--- src/rtl/pkt_router_n_if.sv ---
// pkt_router_n_if: ingress/egress bundle of the pkt_router_n packet router.
//
// Handshake rules:
//   ingress : a byte on data_in is taken on the rising edge where
//             pkt_valid=1 and busy=0. busy is combinational and can change
//             within a cycle, so the driver holds pkt_valid and data_in
//             until that edge.
//   egress  : port i presents its head byte on data_out[i*DATA_W +: DATA_W]
//             while valid_out[i]=1. Asserting read_en[i] then pops it at
//             the next edge. read_en on an empty port is ignored.
//
// Signals:
//   pkt_valid, data_in    ingress byte and its valid (master -> slave)
//   busy                  ingress stall               (slave -> master)
//   read_en               per-port pop                (master -> slave)
//   data_out, valid_out   per-port head byte and not-empty flag
//   err                   one-cycle parity-mismatch pulse
//   err_addr              one-cycle illegal-address drop pulse
//   soft_reset            per-port one-cycle timeout-flush pulse
interface pkt_router_n_if #(
  parameter int DATA_W    = 8,
  parameter int NUM_PORTS = 3
);
  logic                        pkt_valid;
  logic [DATA_W-1:0]           data_in;
  logic                        busy;
  logic [NUM_PORTS-1:0]        read_en;
  logic [NUM_PORTS*DATA_W-1:0] data_out;
  logic [NUM_PORTS-1:0]        valid_out;
  logic                        err;
  logic                        err_addr;
  logic [NUM_PORTS-1:0]        soft_reset;

  modport master (
    output pkt_valid, data_in, read_en,
    input  busy, data_out, valid_out, err, err_addr, soft_reset
  );

  modport slave (
    input  pkt_valid, data_in, read_en,
    output busy, data_out, valid_out, err, err_addr, soft_reset
  );
endinterface

--- src/rtl/pkt_router_n.sv ---
// pkt_router_n: 1-to-NUM_PORTS byte-serial packet router.
//
// A packet is a header byte (low ADDR_W bits = destination port, upper bits
// = LEN), then LEN payload bytes, then a parity byte when the optional
// parity feature is built in. Every byte of a routed packet, header
// included, is written into the destination port's first-word-fall-through
// FIFO. Packets to an address >= NUM_PORTS are consumed and discarded. A
// port whose head sits unread for TIMEOUT cycles is flushed.
//
// Optional feature macro: PKT_ROUTER_PARITY_EN
//   defined   : a parity byte (XOR of header and payload) ends each packet,
//               is stored with it and checked; a mismatch pulses err.
//   undefined : packets end after LEN payload bytes; err is tied to 0.
//
// Ports:
//   clk        rising-edge clock
//   resetn     synchronous reset, active HIGH (1 = reset)
//   bus        pkt_router_n_if.slave (ingress, per-port egress, pulses)
//   fsm_state  debug view of the ingress FSM
//              (0 IDLE, 1 PAYLOAD, 2 PARITY, 3 DROP)
module pkt_router_n #(
  parameter int DATA_W     = 8,
  parameter int NUM_PORTS  = 3,
  parameter int FIFO_DEPTH = 16,
  parameter int TIMEOUT    = 30
) (
  input  logic                 clk,
  input  logic                 resetn,
  pkt_router_n_if.slave        bus,
  output logic [1:0]           fsm_state
);
  localparam int ADDR_W = $clog2(NUM_PORTS);
  localparam int LEN_W  = DATA_W - ADDR_W;
  localparam int PTR_W  = $clog2(FIFO_DEPTH);
  localparam int CNT_W  = $clog2(TIMEOUT);

  localparam logic [ADDR_W:0]  PORTS    = (ADDR_W+1)'(NUM_PORTS);
  localparam logic [CNT_W-1:0] TMO_LAST = CNT_W'(TIMEOUT - 1);
  localparam logic [PTR_W:0]   PTR_ONE  = (PTR_W+1)'(1);
  localparam logic [CNT_W-1:0] CNT_ONE  = CNT_W'(1);
  localparam logic [LEN_W:0]   ONE      = (LEN_W+1)'(1);
`ifdef PKT_ROUTER_PARITY_EN
  localparam logic [LEN_W:0]   TRAILER  = ONE;
`else
  localparam logic [LEN_W:0]   TRAILER  = '0;
`endif

  typedef enum logic [1:0] {
    IDLE    = 2'd0,
    PAYLOAD = 2'd1,
`ifdef PKT_ROUTER_PARITY_EN
    PARITY  = 2'd2,
`endif
    DROP    = 2'd3
  } state_t;

  state_t              state;
  logic [ADDR_W-1:0]   cur_addr;
  logic [LEN_W:0]      rem;        // bytes still to come in this phase
  logic                err_addr_q;
`ifdef PKT_ROUTER_PARITY_EN
  logic [DATA_W-1:0]   par;
  logic                err_q;
`endif

  logic [DATA_W-1:0]   mem     [NUM_PORTS][FIFO_DEPTH];
  logic [PTR_W:0]      wr_ptr  [NUM_PORTS];
  logic [PTR_W:0]      rd_ptr  [NUM_PORTS];
  logic [CNT_W-1:0]    idle_cnt[NUM_PORTS];
  logic [NUM_PORTS-1:0] soft_reset_q;

  logic [NUM_PORTS-1:0] full, empty, pop, flush, tgt_sel, wr_en;
  logic [ADDR_W-1:0]    hdr_addr;
  logic [LEN_W-1:0]     hdr_len;
  logic                 hdr_legal;
  logic                 tgt_blocked, tgt_flush, accept;
  logic [LEN_W:0]       drop_len, rem_dec, rem_drop;

  assign hdr_addr  = bus.data_in[ADDR_W-1:0];
  assign hdr_len   = bus.data_in[DATA_W-1:ADDR_W];
  assign hdr_legal = {1'b0, hdr_addr} < PORTS;

  // Per-port status. tgt_sel is the port the current ingress byte would be
  // written to: the header's address in IDLE, the latched address while a
  // packet is open, none in DROP (or for an illegal header).
  always_comb begin
    full    = '0;
    empty   = '0;
    pop     = '0;
    flush   = '0;
    tgt_sel = '0;
    for (int i = 0; i < NUM_PORTS; i++) begin
      empty[i] = (wr_ptr[i] == rd_ptr[i]);
      full[i]  = (wr_ptr[i][PTR_W] != rd_ptr[i][PTR_W]) &&
                 (wr_ptr[i][PTR_W-1:0] == rd_ptr[i][PTR_W-1:0]);
      pop[i]   = bus.read_en[i] && !empty[i];
      flush[i] = !empty[i] && !bus.read_en[i] && (idle_cnt[i] == TMO_LAST);
      if (state == IDLE) begin
        tgt_sel[i] = (hdr_addr == ADDR_W'(i));
      end else if (state != DROP) begin
        tgt_sel[i] = (cur_addr == ADDR_W'(i));
      end
    end
  end

  // A pop in the same cycle frees a slot, so a full target that is being
  // read does not stall ingress.
  assign tgt_blocked = |(tgt_sel & full & ~pop);
  assign accept      = bus.pkt_valid && !tgt_blocked;
  assign tgt_flush   = |(tgt_sel & flush);
  // A write into a port that is being flushed this cycle is discarded.
  assign wr_en       = accept ? (tgt_sel & ~flush) : '0;

  assign drop_len = {1'b0, hdr_len} + TRAILER;
  assign rem_dec  = accept ? (rem - ONE) : rem;
  assign rem_drop = rem_dec + TRAILER;

  assign bus.busy       = tgt_blocked;
  assign bus.valid_out  = ~empty;
  assign bus.soft_reset = soft_reset_q;
  assign bus.err_addr   = err_addr_q;
`ifdef PKT_ROUTER_PARITY_EN
  assign bus.err        = err_q;
`else
  assign bus.err        = 1'b0;
`endif
  assign fsm_state      = state;

  // Head of each FIFO; forced to zero while empty so unwritten storage
  // never shows on data_out.
  always_comb begin
    bus.data_out = '0;
    for (int i = 0; i < NUM_PORTS; i++) begin
      bus.data_out[i*DATA_W +: DATA_W] =
        empty[i] ? '0 : mem[i][rd_ptr[i][PTR_W-1:0]];
    end
  end

  always_ff @(posedge clk) begin
    for (int i = 0; i < NUM_PORTS; i++) begin
      if (wr_en[i]) begin
        mem[i][wr_ptr[i][PTR_W-1:0]] <= bus.data_in;
      end
    end
  end

  // Pointers and idle counters. A flush empties the port outright and
  // takes priority over any same-cycle write or pop.
  always_ff @(posedge clk) begin
    if (resetn) begin
      for (int i = 0; i < NUM_PORTS; i++) begin
        wr_ptr[i]   <= '0;
        rd_ptr[i]   <= '0;
        idle_cnt[i] <= '0;
      end
      soft_reset_q <= '0;
    end else begin
      soft_reset_q <= flush;
      for (int i = 0; i < NUM_PORTS; i++) begin
        if (flush[i]) begin
          wr_ptr[i]   <= '0;
          rd_ptr[i]   <= '0;
          idle_cnt[i] <= '0;
        end else begin
          if (wr_en[i]) wr_ptr[i] <= wr_ptr[i] + PTR_ONE;
          if (pop[i])   rd_ptr[i] <= rd_ptr[i] + PTR_ONE;
          if (!empty[i] && !bus.read_en[i]) idle_cnt[i] <= idle_cnt[i] + CNT_ONE;
          else                              idle_cnt[i] <= '0;
        end
      end
    end
  end

  // Ingress FSM. A flush of the open packet's port turns the rest of the
  // packet into a DROP of exactly the bytes still owed by the sender.
  always_ff @(posedge clk) begin
    if (resetn) begin
      state      <= IDLE;
      cur_addr   <= '0;
      rem        <= '0;
      err_addr_q <= 1'b0;
`ifdef PKT_ROUTER_PARITY_EN
      par        <= '0;
      err_q      <= 1'b0;
`endif
    end else begin
      err_addr_q <= 1'b0;
`ifdef PKT_ROUTER_PARITY_EN
      err_q      <= 1'b0;
`endif
      case (state)
        IDLE: begin
          if (accept) begin
            cur_addr <= hdr_addr;
`ifdef PKT_ROUTER_PARITY_EN
            par      <= bus.data_in;
`endif
            if (!hdr_legal || tgt_flush) begin
              err_addr_q <= !hdr_legal;
              rem        <= drop_len;
              state      <= (drop_len == '0) ? IDLE : DROP;
            end else if (hdr_len != '0) begin
              rem   <= {1'b0, hdr_len};
              state <= PAYLOAD;
            end else begin
`ifdef PKT_ROUTER_PARITY_EN
              state <= PARITY;
`else
              state <= IDLE;
`endif
            end
          end
        end
        PAYLOAD: begin
          if (tgt_flush) begin
            rem   <= rem_drop;
            state <= (rem_drop == '0) ? IDLE : DROP;
          end else if (accept) begin
`ifdef PKT_ROUTER_PARITY_EN
            par <= par ^ bus.data_in;
`endif
            rem <= rem_dec;
            if (rem == ONE) begin
`ifdef PKT_ROUTER_PARITY_EN
              state <= PARITY;
`else
              state <= IDLE;
`endif
            end
          end
        end
`ifdef PKT_ROUTER_PARITY_EN
        PARITY: begin
          if (accept) begin
            err_q <= !tgt_flush && (bus.data_in != par);
            state <= IDLE;
          end else if (tgt_flush) begin
            rem   <= ONE;
            state <= DROP;
          end
        end
`endif
        DROP: begin
          if (accept) begin
            rem <= rem_dec;
            if (rem == ONE) state <= IDLE;
          end
        end
        default: state <= IDLE;
      endcase
    end
  end
endmodule

--- src/flat_wrapper.sv ---
// flat-port wrapper written by rule: the top's interface ports become plain ports
module pkt_router_n_flat 
#(
  parameter int DATA_W     = 8,
  parameter int NUM_PORTS  = 3,
  parameter int FIFO_DEPTH = 16,
  parameter int TIMEOUT    = 30
)
  (clk, resetn, fsm_state, bus_pkt_valid, bus_data_in, bus_read_en, bus_busy, bus_data_out, bus_valid_out, bus_err, bus_err_addr, bus_soft_reset);
  pkt_router_n_if #(.DATA_W(DATA_W), .NUM_PORTS(NUM_PORTS)) bus_i ();
  input  logic clk;
  input  logic resetn;
  output logic [1:0] fsm_state;
  input wire logic [$bits(bus_i.pkt_valid)-1:0] bus_pkt_valid;
  input wire logic [$bits(bus_i.data_in)-1:0] bus_data_in;
  input wire logic [$bits(bus_i.read_en)-1:0] bus_read_en;
  output wire logic [$bits(bus_i.busy)-1:0] bus_busy;
  output wire logic [$bits(bus_i.data_out)-1:0] bus_data_out;
  output wire logic [$bits(bus_i.valid_out)-1:0] bus_valid_out;
  output wire logic [$bits(bus_i.err)-1:0] bus_err;
  output wire logic [$bits(bus_i.err_addr)-1:0] bus_err_addr;
  output wire logic [$bits(bus_i.soft_reset)-1:0] bus_soft_reset;
  assign bus_i.pkt_valid = bus_pkt_valid;
  assign bus_i.data_in = bus_data_in;
  assign bus_i.read_en = bus_read_en;
  assign bus_busy = bus_i.busy;
  assign bus_data_out = bus_i.data_out;
  assign bus_valid_out = bus_i.valid_out;
  assign bus_err = bus_i.err;
  assign bus_err_addr = bus_i.err_addr;
  assign bus_soft_reset = bus_i.soft_reset;
  pkt_router_n #(.DATA_W(DATA_W), .NUM_PORTS(NUM_PORTS), .FIFO_DEPTH(FIFO_DEPTH), .TIMEOUT(TIMEOUT)) u_core (.clk(clk), .resetn(resetn), .bus(bus_i), .fsm_state(fsm_state));
endmodule
--- config.mk ---
export PLATFORM = sky130hd
export DESIGN_NAME = pkt_router_n_flat
export DESIGN_NICKNAME = d
export VERILOG_FILES = /design/src/rtl/pkt_router_n_if.sv /design/src/rtl/pkt_router_n.sv /design/src/flat_wrapper.sv
export SDC_FILE = /design/constraint.sdc
export NUM_CORES = 1
export LEC_CHECK = 0
export CORE_UTILIZATION = 45
export CTS_CLUSTER_SIZE = 8
export DETAILED_ROUTE_END_ITERATION = 16
export GPL_TIMING_DRIVEN = 1
export REMOVE_ABC_BUFFERS = 1
export SYNTH_ARGS = -nofsm -noshare
export SYNTH_HDL_FRONTEND = slang
export SYNTH_SLANG_ARGS = --single-unit
export TNS_END_PERCENT = 5
--- constraint.sdc ---
create_clock -name clk -period 5.2 [get_ports clk]
set_clock_uncertainty 0.15 [all_clocks]
set_input_delay 0.52 -clock clk [delete_from_list [all_inputs] [get_ports clk]]
set_output_delay 0.52 -clock clk [all_outputs]
set_load 0.01 [all_outputs]
=== Word-level counts from Yosys, hierarchy flattened ===
Memory sizes are Yosys's and may differ from the RTL's.
Index checks and enable logic that the tools add are counted.

* Bits in registers: 15
* RAM bits: 429
* Output and inout port bits: 35
* Bits of input ports: 14
* Memories kept: 4

* $lt $le $gt $ge: 10
* Equality and inequality tests: 22
* Mux-type cells: 130
* Reduce and logical (&&, ||, !) cells: 39
* Add/subtract/negate cells: 10
* Bitwise operators: 37

{| class="wikitable"
|+ Memory list
! name !! words !! width !! read ports !! clocked after memory_dff !! write ports !! line !! source
|-
| u_core.mem || 3 || 128 || 3 || 0 || 1 || pkt_router_n.sv:66 || <nowiki>logic [DATA_W-1:0] mem [NUM_PORTS][FIFO_DEPTH];</nowiki>
|-
| u_core.idle_cnt || 3 || 5 || 3 || 0 || 3 || pkt_router_n.sv:69 || <nowiki>logic [CNT_W-1:0] idle_cnt[NUM_PORTS];</nowiki>
|-
| u_core.rd_ptr || 3 || 5 || 3 || 0 || 3 || pkt_router_n.sv:68 || <nowiki>logic [PTR_W:0] rd_ptr [NUM_PORTS];</nowiki>
|-
| u_core.wr_ptr || 3 || 5 || 3 || 0 || 3 || pkt_router_n.sv:67 || <nowiki>logic [PTR_W:0] wr_ptr [NUM_PORTS];</nowiki>
|}

{| class="wikitable"
|+ Operators with widths
! operator !! number
|-
| 2-to-1 mux 128 bit || 7
|-
| OR reduction 128 bit || 2
|-
| 2-to-1 mux 5 bit || 21
|-
| binary-select mux 8 bit (select 4 bit) || 3
|-
| demux 8 bit (select 4 bit) || 3
|-
| 2-to-1 mux 8 bit || 12
|-
| 2-to-1 mux 1 bit || 66
|-
| adder 5 x 1 -> 5 bit, second input constant || 9
|-
| 2-to-1 mux 7 bit || 6
|-
| greater-or-equal comparator 5 bit, second input constant || 6
|-
| inverter 4 -> 5 bit || 6
|-
| bitwise OR 1 bit || 21
|-
| one-hot mux 7 bit (3 select lines) || 1
|-
| 2-to-1 mux 2 bit || 9
|-
| logical AND 1 bit || 16
|-
| == test 5 bit || 3
|-
| == test 5 bit, second input constant || 3
|-
| < comparator 5 x 1 -> 1 bit, second input constant || 3
|-
| logical NOT 7 bit || 2
|-
| bitwise AND 3 bit || 4
|-
| == test 4 bit || 3
|-
| inverter 3 bit || 3
|-
| logical NOT 1 bit || 8
|-
| == test 7 x 1 -> 1 bit, second input constant || 1
|-
| other kinds (19) || 30
|}

=== Depth between registers and ports, before layout ===
An unclocked memory read counts as a cell.

* Word-level depth: 15
* Depth in mapped cells: 10

=== Least setup slack after synthesis ===
OpenSTA, ideal clock, no wires.

* Kind: register to register
* Start: reg u_core.state[1] (netlist: u_core.fsm_state[1])
* End: mem u_core.mem[0][224] (netlist bit), enable pin
* Path buffers: 2
* Stages on the path, launching flop included: 10
* Setup slack: 1.999 ns
* Period minus slack after synthesis: 3.201 ns
* Arrival: 2.667 ns
* Setup time: 0.383 ns
* Path through: dfxtp_1 > buf_4 > xor2_2 > a32oi_1 > or4b_4 > nand4_2 > buf_4 > nor3_1 > nand2_1 > nor3_1

* Cells in the longest elaborated chain, start to end: 14
* Elaborated cells on any way between the ends: 27
* Classes of those cells: eq/ne: 1; mux: 17; bitwise: 3; reduce/logical: 6

{| class="wikitable"
|+ RTL lines
! item !! line !! source
|-
| start, declared || pkt_router_n.sv:57 || <nowiki>state_t state;</nowiki>
|-
| start signal, assigned || pkt_router_n.sv:201 || <nowiki>state <= (drop_len == '0) ? IDLE : DROP;</nowiki>
|-
| start signal, assigned || pkt_router_n.sv:217 || <nowiki>state <= (rem_drop == '0) ? IDLE : DROP;</nowiki>
|-
| != test 2 bit || pkt_router_n.sv:100 || <nowiki>end else if (state != DROP) begin</nowiki>
|-
| 2-to-1 mux 1 bit || pkt_router_n.sv:100 ||
|-
| 2-to-1 mux 1 bit || pkt_router_n.sv:98 || <nowiki>if (state == IDLE) begin</nowiki>
|-
| bitwise AND 3 bit (2 in series) || pkt_router_n.sv:108 || <nowiki>assign tgt_blocked = |(tgt_sel & full & ~pop);</nowiki>
|-
| OR reduction 3 bit || pkt_router_n.sv:108 ||
|-
| logical NOT 1 bit || pkt_router_n.sv:109 || <nowiki>assign accept = bus.pkt_valid && !tgt_blocked;</nowiki>
|-
| logical AND 1 bit || pkt_router_n.sv:109 ||
|-
| 2-to-1 mux 3 bit * || pkt_router_n.sv:112 || <nowiki>assign wr_en = accept ? (tgt_sel & ~flush) : '0;</nowiki>
|-
| 2-to-1 mux 1 bit || pkt_router_n.sv:141 || <nowiki>if (wr_en[i]) begin</nowiki>
|-
| 2-to-1 mux 128 bit (implied by the code) || pkt_router_n.sv:142 || <nowiki>mem[i][wr_ptr[i][PTR_W-1:0]] <= bus.data_in;</nowiki>
|-
| OR reduction 128 bit (no line) || -- ||
|-
| 2-to-1 mux 2 bit (no line) / 2-to-1 mux 128 bit (equally long branches) (2 in series) || -- ||
|-
| end, declared || pkt_router_n.sv:66 ||
|}

Mark *: on every way between the ends. The rest lies on a longest branch, timed or not.

==> reports/results.tsv <==
stage	metric	value	unit
outcome	status	completed	
drt	vias	9243	
hold_path	min_from	bus_data_in[1]	
clock_network	cts-buffers-inserted	61	
sta	fmax	248	MHz
floorplan	die_h	204	um
power	finalPower	8.42	mW
critical_path	crit_path_end_kind	output pin	
sta	hold_viol	0	
power	p_leak	6.79	nW
floorplan	start_util	46.0	%
drt	wirelength	39.5	mm
placed_design	gp_congestion	0.818	
clock_network	max-clock-path-buffers	3	
run	maxCapViolCount	0	
clock_network	h-tree-depth	2	
sta	setup_violations	0	
synth	async_flop_share	0	%
power	irDropWorstVdd	0.000239	V
placed_design	numPortBuffers	47	
placed_design	placedCellCount	1567	
drt	drc	0	
sta	fin_crit_sh	77.4	%
sta	worst_slew_pin_slew	1200	ps
layout	n_fill_cell	3149	
layout	drive_gt1_share	21.4	%
drt	drt_first_pass_iters	8	
critical_path	cp-startpoint	u_core.rd_ptr[1][0]$_SDFFCE_PN0P_	
layout	syn_to_final_growth	15.0	%
drt	viasPerCell	5.64	
synth	ys_seq_area_share	71.5	%
critical_path	cp.arrival	3360	ps
critical_path	worstSetupPathType	flop to output pin	
layout	final_nets	1142	
sta	fin_crit	4030	ps
hold_path	holdCritPathClass	primary input to flop	
synth	ys_ff_latch	444	
sta	relSlewSlack	19.1	%
layout	diodes	0	
grt	grt-ovfl-total	0	
clock_network	cts_tree	built	
sta	rsz0062_at_grt	no	
critical_path	cp_max_fo	35	
grt	grt_max_degree	51	
synth	yosysWarnings	0	
floorplan	io_pins	49	
placed_design	dp_hpwl	24.2	mm
sta	slew_violations	0	
synth	synthCells	997	
grt	first_global_vias	9574	
clock_network	post_cts_buffers	0	
clock_network	cts_root_buf	clkbuf_16	
power	power_density	397	nW/um^2
critical_path	r2r-start	u_core.fsm_state[0]$_SDFFE_PP0N_	
clock_network	insertion_delay	600	ps
synth	syn_area_per_cell	18.5	sq um
synth	ys.flop_type	edfxtp_1	
layout	fin_cells	1640	
drt	wl_per_cell	24.1	um
critical_path	worst_setup_path_start_kind	flop	
sta	finalSetupTns	0	ps
clock_network	path_clk_slew	50	ps
synth	syn_area	18400	sq um
clock_network	cts.sinks	444	
synth	synth_cell_type_count	58	
grt	grt_pass1_wl	60.6	mm
floorplan	placementRows	73	
critical_path	worstPathRequired	4530	ps
clock_network	postCtsHoldBufs	0	
grt	grt_antenna_before_repair	1	
drt	drt-initial-drc-count	862	
floorplan	die_area	41800	sq um
grt	grt_use_total	19.9	%
synth	synth_edf_count	429	
floorplan	core-area	40100	sq um
floorplan	die_w	204	um
drt	ant_nets	0	
clock_network	cts_resized	0	
kinds of logic after synthesis:
logic type      after synthesis  synth area share, %
compound gates               39                 1.69
xor+xnor                     48                 2.32
fa+ha+maj                    23                 1.56
buf+inv                      74                 1.66
flops                       444                 71.5
mux                         120                 14.7
other cells                   2               0.0407
simple gates                247                 6.54
critical path, cell delays in order (launching register included):
cell             delay [ps]
edfxtp_1                370
buf_4                   560
mux4_2                  640
mux4_2                  470
nor2b_1                 180
clkdlybuf4s50_1         520
layout make-up:
class	count	area, sq um	share of cell area (%)
sequential	444	13200	62.2
multi-input combinational	493	4990	23.6
inverter	26	97.6	0.461
clock inverter	2	23.8	0.112
timing repair buffer	79	671	3.16
clock buffer	71	1560	7.38
tap	525	657	3.10
flip-flops by register name, summed over array words and instances (netlist names):
register,flops
u_core.idle_cnt,15
u_core.fsm_state,2
u_core.mem,384
u_core.wr_ptr,15
u_core.rem,7
u_core.bus.soft_reset,3
u_core.cur_addr,2
u_core.bus.err_addr,1
u_core.rd_ptr,15
worst paths after layout:
kind	end	slack, ps	cells after the start
worst min-delay path	u_core.mem[0][105]$_DFFE_PP_	270	1
worst max register to register	u_core.mem[0][209]$_DFFE_PP_	1180	7
worst max-delay path	bus_data_out[13]	1170	5
worst min register to register	u_core.rem[6]$_SDFFE_PP0P_	390	1
per-layer routing:
| layer | track usage, % | vias up | wire [um] |
|---|---|---|---|
| met3 | 2.66 | 62 | 1690 |
| met2 | 31.3 | 249 | 19200 |
| li1 | - | 4131 | - |
| met1 | 28.7 | 4801 | 17700 |
| met5 | 0 | - | 0 |
| met4 | 6.85 | 0 | 906 |
synthesized netlist by cell type, types with 13 or more instances:
master    instances  share of area [%]
buf_1            13               0.26
clkbuf_1         25               0.51
nor2b_1          28               0.95
mux4_2          120                 15
nor3_1           24               0.65
xnor2_1          22                1.0
nand3_1          19               0.52
edfxtp_1        429                 70
nor2_1          103                2.1
inv_1            25               0.51
nand2_1          28               0.57
xor2_1           25                1.2
ha_1             23                1.6
dfxtp_1          15                1.6
metrics by stage:
stage	hold WS [ps]	area (sq um)	setup WS (ps)	util (%)
6_report	274	21200	1170	52.8
2_1_floorplan	307	18300	1070	-
3_3_place_gp	362	19600	1070	48.9
5_1_grt	270	21200	788	52.8
3_5_place_dp	361	19600	952	48.9
4_1_cts	232	21200	1080	52.8
cells in the final DEF, fill, tap and decap left out, types with 5 or more instances in the layout:
master / n
nor2b_1: 28
buf_2: 8
o21bai_1: 5
nand4_1: 5
ha_1: 23
nor2_1: 103
inv_1: 25
dfxtp_1: 15
xnor2_1: 22
mux4_2: 120
buf_4: 32
nand3_1: 19
nor3_1: 24
nand2_1: 28
conb_1: 16
or2_2: 5
a21oi_1: 6
clkbuf_1: 10
xor2_1: 25
nand2b_1: 10
edfxtp_1: 429
clkdlybuf4s50_1: 39
clkbuf_16: 61
power by group:
| part | switching (mW) | internal, mW | total, mW |
|---|---|---|---|
| clock | 1.37 | 2.06 | 3.44 |
| combinational | 0.463 | 0.441 | 0.904 |
| sequential | 0.0795 | 4.00 | 4.08 |
(Power assumes the default switching activity.)
